$ cat src/rtl/lane_reader_pkg.sv
// Shared defaults, counter widths and FSM state encoding for lane_reader.
// Optional feature macro: LANE_READER_PARITY_EN (see lane_reader.sv).
package lane_reader_pkg;
    localparam int ROWS_DEF = 64;
    localparam int COLS_DEF = 25;
    localparam int ROW_W    = $clog2(ROWS_DEF);
    localparam int COL_W    = $clog2(COLS_DEF);

    typedef enum logic [1:0] {
        IDLE   = 2'd0,
        LOAD   = 2'd1,
        STREAM = 2'd2,
        DONE   = 2'd3
    } state_e;
endpackage

$ cat src/rtl/lane_reader_if.sv
// Load/stream handshake bundle for lane_reader; out_parity exists only when
// LANE_READER_PARITY_EN is defined.
interface lane_reader_if
    import lane_reader_pkg::*;
#(
    parameter int ROWS = ROWS_DEF,
    parameter int COLS = COLS_DEF
);
    logic                     start;
    logic                     load_valid;
    logic                     load_ready;
    logic [COLS-1:0]          load_row;
    logic                     out_valid;
    logic                     out_ready;
    logic [ROWS-1:0]          nOut;
    logic [$clog2(COLS)-1:0]  out_number;
    logic                     busy;
    logic                     done;
`ifdef LANE_READER_PARITY_EN
    logic                     out_parity;
`endif

    modport master (
        output start, load_valid, load_row, out_ready,
`ifdef LANE_READER_PARITY_EN
        input  out_parity,
`endif
        input  load_ready, out_valid, nOut, out_number, busy, done
    );

    modport slave (
        input  start, load_valid, load_row, out_ready,
`ifdef LANE_READER_PARITY_EN
        output out_parity,
`endif
        output load_ready, out_valid, nOut, out_number, busy, done
    );
endinterface

$ cat src/rtl/lane_reader_column_mux.sv
// Combinational column select: o_col[n] = i_rows[n][COLS-1-i_col].
// Column 0 is the MSB of each row.
module column_mux
    import lane_reader_pkg::*;
#(
    parameter int ROWS = ROWS_DEF,
    parameter int COLS = COLS_DEF,
    parameter int CW   = $clog2(COLS)
) (
    input  logic [ROWS-1:0][COLS-1:0] i_rows,
    input  logic [CW-1:0]             i_col,
    output logic [ROWS-1:0]           o_col
);
    logic [CW-1:0] w_bit;

    assign w_bit = CW'(COLS - 1) - i_col;

    for (genvar n = 0; n < ROWS; n++) begin : g_row
        assign o_col[n] = i_rows[n][w_bit];
    end
endmodule

$ cat src/rtl/lane_reader.sv
// Loads ROWS rows of COLS bits, then streams them back column by column.
// Define LANE_READER_PARITY_EN to add the registered out_parity output.
module lane_reader
    import lane_reader_pkg::*;
#(
    parameter int ROWS = ROWS_DEF,
    parameter int COLS = COLS_DEF
) (
    input  logic         clk,
    input  logic         rst,
    lane_reader_if.slave bus
);
    localparam int RW = $clog2(ROWS);
    localparam int CW = $clog2(COLS);

    state_e                    r_state;
    logic [RW-1:0]             r_row_cnt;
    logic [CW-1:0]             r_col_cnt;
    logic [ROWS-1:0][COLS-1:0] r_rows;
    logic [ROWS-1:0][COLS-1:0] w_rows_nxt;
    logic [ROWS-1:0]           r_nout;
    logic [ROWS-1:0]           w_col_data;
    logic [CW-1:0]             w_col_sel;
    logic                      w_load_hs;
    logic                      w_last_row;
    logic                      w_out_hs;
    logic                      w_last_col;
    logic                      w_col_load;

    assign w_load_hs  = (r_state == LOAD) && bus.load_valid;
    assign w_last_row = w_load_hs && (r_row_cnt == RW'(ROWS - 1));
    assign w_out_hs   = (r_state == STREAM) && bus.out_ready;
    assign w_last_col = w_out_hs && (r_col_cnt == CW'(COLS - 1));
    assign w_col_load = w_last_row || (w_out_hs && !w_last_col);

    // Column 0 must be registered on the same edge that stores the last row,
    // so the mux looks at storage with the pending write already applied.
    always_comb begin
        w_rows_nxt = r_rows;
        if (w_load_hs) w_rows_nxt[r_row_cnt] = bus.load_row;
    end

    assign w_col_sel = w_last_row ? '0 : r_col_cnt + CW'(1);

    column_mux #(.ROWS(ROWS), .COLS(COLS), .CW(CW)) u_column_mux (
        .i_rows (w_rows_nxt),
        .i_col  (w_col_sel),
        .o_col  (w_col_data)
    );

    // Row storage is deliberately left out of reset so it survives an abort.
    always_ff @(posedge clk) begin
        r_rows <= w_rows_nxt;
    end

    always_ff @(posedge clk or posedge rst) begin
        if (rst) begin
            r_state   <= IDLE;
            r_row_cnt <= '0;
            r_col_cnt <= '0;
            r_nout    <= '0;
        end else begin
            case (r_state)
                IDLE: begin
                    if (bus.start) begin
                        r_state   <= LOAD;
                        r_row_cnt <= '0;
                    end
                end
                LOAD: begin
                    if (w_load_hs) begin
                        if (w_last_row) begin
                            r_state   <= STREAM;
                            r_col_cnt <= '0;
                        end else begin
                            r_row_cnt <= r_row_cnt + RW'(1);
                        end
                    end
                end
                STREAM: begin
                    if (w_out_hs) begin
                        if (w_last_col) begin
                            r_state   <= DONE;
                            r_col_cnt <= '0;
                        end else begin
                            r_col_cnt <= r_col_cnt + CW'(1);
                        end
                    end
                end
                DONE: r_state <= IDLE;
            endcase

            if (w_col_load)      r_nout <= w_col_data;
            else if (w_last_col) r_nout <= '0;
        end
    end

`ifdef LANE_READER_PARITY_EN
    logic r_parity;

    always_ff @(posedge clk or posedge rst) begin
        if (rst)             r_parity <= 1'b0;
        else if (w_col_load) r_parity <= ^w_col_data;
        else if (w_last_col) r_parity <= 1'b0;
    end

    assign bus.out_parity = r_parity;
`endif

    assign bus.load_ready = (r_state == LOAD);
    assign bus.out_valid  = (r_state == STREAM);
    assign bus.nOut       = r_nout;
    assign bus.out_number = r_col_cnt;
    assign bus.busy       = (r_state != IDLE);
    assign bus.done       = (r_state == DONE);
endmodule
$ cat src/flat_wrapper.sv
// flat-port wrapper written by rule: the top's interface ports become plain ports
module lane_reader_flat import lane_reader_pkg::*;
#(
    parameter int ROWS = ROWS_DEF,
    parameter int COLS = COLS_DEF
)
  (clk, rst, bus_start, bus_load_valid, bus_load_row, bus_out_ready, bus_load_ready, bus_out_valid, bus_nOut, bus_out_number, bus_busy, bus_done);
  lane_reader_if #(.ROWS(ROWS), .COLS(COLS)) bus_i ();
  input  logic clk;
  input  logic rst;
  input wire logic [$bits(bus_i.start)-1:0] bus_start;
  input wire logic [$bits(bus_i.load_valid)-1:0] bus_load_valid;
  input wire logic [$bits(bus_i.load_row)-1:0] bus_load_row;
  input wire logic [$bits(bus_i.out_ready)-1:0] bus_out_ready;
  output wire logic [$bits(bus_i.load_ready)-1:0] bus_load_ready;
  output wire logic [$bits(bus_i.out_valid)-1:0] bus_out_valid;
  output wire logic [$bits(bus_i.nOut)-1:0] bus_nOut;
  output wire logic [$bits(bus_i.out_number)-1:0] bus_out_number;
  output wire logic [$bits(bus_i.busy)-1:0] bus_busy;
  output wire logic [$bits(bus_i.done)-1:0] bus_done;
  assign bus_i.start = bus_start;
  assign bus_i.load_valid = bus_load_valid;
  assign bus_i.load_row = bus_load_row;
  assign bus_i.out_ready = bus_out_ready;
  assign bus_load_ready = bus_i.load_ready;
  assign bus_out_valid = bus_i.out_valid;
  assign bus_nOut = bus_i.nOut;
  assign bus_out_number = bus_i.out_number;
  assign bus_busy = bus_i.busy;
  assign bus_done = bus_i.done;
  lane_reader #(.ROWS(ROWS), .COLS(COLS)) u_core (.clk(clk), .rst(rst), .bus(bus_i));
endmodule
$ cat config.mk
export PLATFORM = sky130hd
export DESIGN_NAME = lane_reader_flat
export DESIGN_NICKNAME = d
export VERILOG_FILES = /design/src/rtl/lane_reader_pkg.sv /design/src/rtl/lane_reader_if.sv /design/src/rtl/lane_reader_column_mux.sv /design/src/rtl/lane_reader.sv /design/src/flat_wrapper.sv
export SDC_FILE = /design/constraint.sdc
export NUM_CORES = 2
export LEC_CHECK = 0
export ABC_AREA = 0
export CAP_MARGIN = 0
export CORE_UTILIZATION = 45
export DETAILED_ROUTE_END_ITERATION = 8
export GPL_TIMING_DRIVEN = 0
export SKIP_LAST_GASP = 1
export SLEW_MARGIN = 20
export SYNTH_ARGS = -nofsm -noshare
export SYNTH_HDL_FRONTEND = slang
export SYNTH_SLANG_ARGS = --single-unit
$ cat constraint.sdc
create_clock -name clk -period 8.2 [get_ports clk]
set_input_delay 1.64 -clock clk [delete_from_list [all_inputs] [get_ports clk]]
set_output_delay 1.64 -clock clk [all_outputs]
set_load 0.01 [all_outputs]
==> run_results.csv <==
group,metric,value,unit
status,outcome,"finished, violations left",
status,violations,"negative setup slack",
power_and_ir_drop,cellPowerDensity,300,nW/um2
worst_setup_path,crit_top_cell,"buf_2",
cts,cts-root-buf,"clkbuf_16",
synth,synth_area,68800,um2
cts,worstSkewPairLatency,850,ps
power_and_ir_drop,total_power,23.5,mW
final_layout,layout-drive-gt1-share,39.8,%
placement,gp_congestion,1.00,
power_and_ir_drop,leakagePower,33.0,nW
worst_setup_path,cp-end-kind,"flop",
timing,fin_crit,8310,ps
power_and_ir_drop,p_int,15.2,mW
detailed_routing,drt_first_iter_violations,6316,
cts,cts-buffers-inserted,176,
final_layout,nFillCells,13426,
power_and_ir_drop,combPwrFrac,27.3,%
synth,synth_top_cell_by_area,"dfxtp_1",
cts,post-cts-setup-buffers,0,
job,cap_viol_max_count,0,
cts,htreeDepth,4,
worst_setup_path,reg2reg_depth,21,
die,initial_core_util,45.3,%
die,pin_count,103,
synth,syn-mean-instance-area,12.0,um2
grt,overflow,0,
power_and_ir_drop,switchingPower,8.28,mW
power_and_ir_drop,clock_power_share,35.6,%
min_path,min_path_cells,2,
grt,grtUsageTotal,35.1,%
timing,setup_viol_count_final,5,
die,die_h,393,um
worst_setup_path,critPathKind,"input pin to flop",
synth,synth_flop_cell,"dfxtp_1",
min_path,min_path_type,"flop to flop",
power_and_ir_drop,switching_share,35.2,%
cts,hold_buffers,0,
detailed_routing,wl_per_cell,33.7,um
timing,drv_slew,0,
detailed_routing,totalWireLength,276,mm
worst_setup_path,slowest_delay,1000,ps
die,core,152000,um2
final_layout,syn_to_final_growth,13.9,%
grt,antenna_found_initial,47,
placement,dp_hpwl,199,mm
placement,numPortBuffers,76,
detailed_routing,vias,50432,
synth,synth_area_leaders,"dfxtp_1 47%, mux2_2 28%, mux4_2 4.7%",
timing,rsz0062_at_grt,"no",
die,die_area,155000,um2
cts,clk_pin_slew_worst_paths,60,ps
final_layout,regArea,34000,um2
power_and_ir_drop,ir_drop,0.000235,V
worst_setup_path,cp.arrival,8950,ps
synth,syn_nets,5788,
worst_setup_path,cpMaxStageDelayCell,"clkdlybuf4s15_1",
timing,tightest_slew,1330,ps
synth,synth_cell_type_count,79,
final_layout,fin_nets,6048,
timing,period_share,101,%
timing,hold_slack,464,ps
worst_setup_path,worstSetupStartpointType,"input pin",
grt,grt_pass1_vias,48740,
grt,grt_max_degree,41,
synth,syn_inst,5749,
timing,finalWorstSetupSlack,-112,ps
timing,final-hold-violation-count,0,
die,rows,143,
power_and_ir_drop,seq_power_share,37.1,%
synth,async_flop_share,4.59,%
timing,max_freq,0.120,GHz
detailed_routing,drc_errors,0,
detailed_routing,ant_nets,0,
detailed_routing,via_per_inst,6.15,
timing,skew,35.3,ps
grt,grt_pass1_wl,376,mm
timing,relSlewSlack,11.7,%
cts,cts_tree,"done",
final_layout,multi_input_area,32400,um2
cts,cts_sinks,1677,
die,dieWidth,393,um
detailed_routing,drt_first_pass_iters,6,
worst_setup_path,worst-path-max-fanout,10,
synth,synth_edf_count,0,
worst_setup_path,worstPathRequired,8840,ps
synth,ys_ff_latch,1677,
synth,yosysSeqAreaShare,49.3,%
synth,yosysTopAreaCellShare,46.5,%
worst_setup_path,path_cells,"buf_2 -> and3_1 -> a21oi_2 -> inv_2 -> buf_2 -> buf_2 -> buf_2 -> clkbuf_2 -> ha_1 -> a32o_1 -> a222oi_1 -> xnor2_1 -> nand2_1 -> nor2_1 -> clkbuf_1 -> clkdlybuf4s15_1 -> a31oi_1 -> a21oi_1 -> a311oi_1",
synth,yosys_warnings,0,
cts,clock_path_buffers,3,
layout make-up:
class | instances | area share (%)
Sequential cell | 1677 | 43.3
Clock inverter | 44 | 0.774
Multi-Input combinational cell | 3504 | 41.3
Antenna cell | 15 | 0.0479
Timing Repair Buffer | 82 | 1.09
Tap cell | 2030 | 3.24
Buffer | 539 | 3.16
Clock buffer | 285 | 6.94
Inverter | 29 | 0.145
worst max-delay path: cells and delay by family:
kind | cells | cell delay (ps)
adder cells (fa/ha/maj) | 1 | 460
buffers and inverters | 8 | 3720
XOR/XNOR | 1 | 210
AO/OA/AOI/OAI | 6 | 1940
AND/OR/NAND/NOR | 3 | 930
synth_stat cells (all sizes together), types with 28 or more instances:
| cell | number |
|---|---|
| buf | 251 |
| nor3 | 57 |
| o22a | 45 |
| o221ai | 52 |
| inv | 29 |
| a211oi | 33 |
| nand2 | 397 |
| or3 | 55 |
| a22oi | 28 |
| clkbuf | 288 |
| a32o | 33 |
| dfrtp | 77 |
| mux4 | 143 |
| mux2i | 178 |
| dfxtp | 1600 |
| nor2 | 351 |
| o21ai | 73 |
| mux2 | 1695 |
| a21oi | 88 |
state kept, by name, summed over array words and instances, names as in the netlist:
register	flops
u_core.bus.out_number	5
u_core.r_state	2
u_core.bus.nOut	64
u_core.r_row_cnt	6
u_core.r_rows	1600
kinds of logic after synthesis:
kind of cell | synth area share (%)
multiplexers | 35.0
flip-flops | 49.3
AND/OR/NAND/NOR | 5.99
buffers and inverters | 3.64
AO/OA/AOI/OAI | 5.74
XOR/XNOR | 0.125
adder cells (fa/ha/maj) | 0.164
power groups by stage:
stage / clock [mW] / combinational [mW] / sequential [mW]
global route: 8.72 / 6.42 / 8.74
finish: 8.37 / 6.42 / 8.71
CTS: 8.39 / 6.14 / 8.71
detailed placement: 0 / 6.12 / 8.88
floorplan: 0 / 3.15 / 8.82
global placement: 0 / 6.08 / 8.87
placed cells by master (no fill, tap or decap), types with 55 or more instances in the layout:
cell and instances:
a21oi_1 85, dfxtp_1 1600, mux2i_1 178, nor2_1 339, or3_1 55, clkdlybuf4s50_1 76, o21ai_0 69, clkbuf_1 287
nand2_1 391, buf_2 209, mux4_2 143, dfrtp_1 77, clkbuf_16 180, nor3_1 55, mux2_2 1695
per-layer routing:
| layer | up-vias | global-route usage [%] | wire, um |
|---|---|---|---|
| met2 | 2719 | 53.8 | 121000 |
| met4 | 12 | 21.4 | 19100 |
| met1 | 25742 | 44.2 | 108000 |
| met5 | - | 1.12 | 317 |
| met3 | 713 | 8.92 | 27900 |
| li1 | 21246 | - | - |
final timing paths:
kind	startpoint	end	slack [ps]
min reg2reg	u_core.r_rows[1349]	u_core.r_rows[1349]	460
max	bus_load_valid	u_core.bus.nOut[28]	-110
max reg2reg	u_core.r_state[1]	u_core.bus.nOut[28]	30
min in group asynchronous	rst	u_core.bus.nOut[12]	1250
max in group asynchronous	rst	u_core.bus.nOut[55]	6160
min	u_core.r_rows[1349]	u_core.r_rows[1349]	460
per-stage QoR:
| step | setup TNS [ps] | utilization (%) | instances | worst slack [ps] | cell area [um2] |
|---|---|---|---|---|---|
| after floorplan | 0 | - | 5749 | 2500 | 68800 |
| after global placement | -38380 | 47.5 | 7855 | -925 | 72100 |
| after detailed placement | -9330 | 47.6 | 7861 | -500 | 72300 |
| after CTS | 0 | 51.6 | 8190 | 368 | 78400 |
| after global routing | 0 | 51.6 | 8191 | 28.7 | 78400 |
| final | -272 | 51.6 | 8205 | -112 | 78400 |
timing repair:
item                                    4_1_cts  5_1_grt
endpoints found under the hold margin         0        0
gates resized for setup                       0        6
endpoints found under the setup margin        0        2
(Power assumes the default switching activity.)
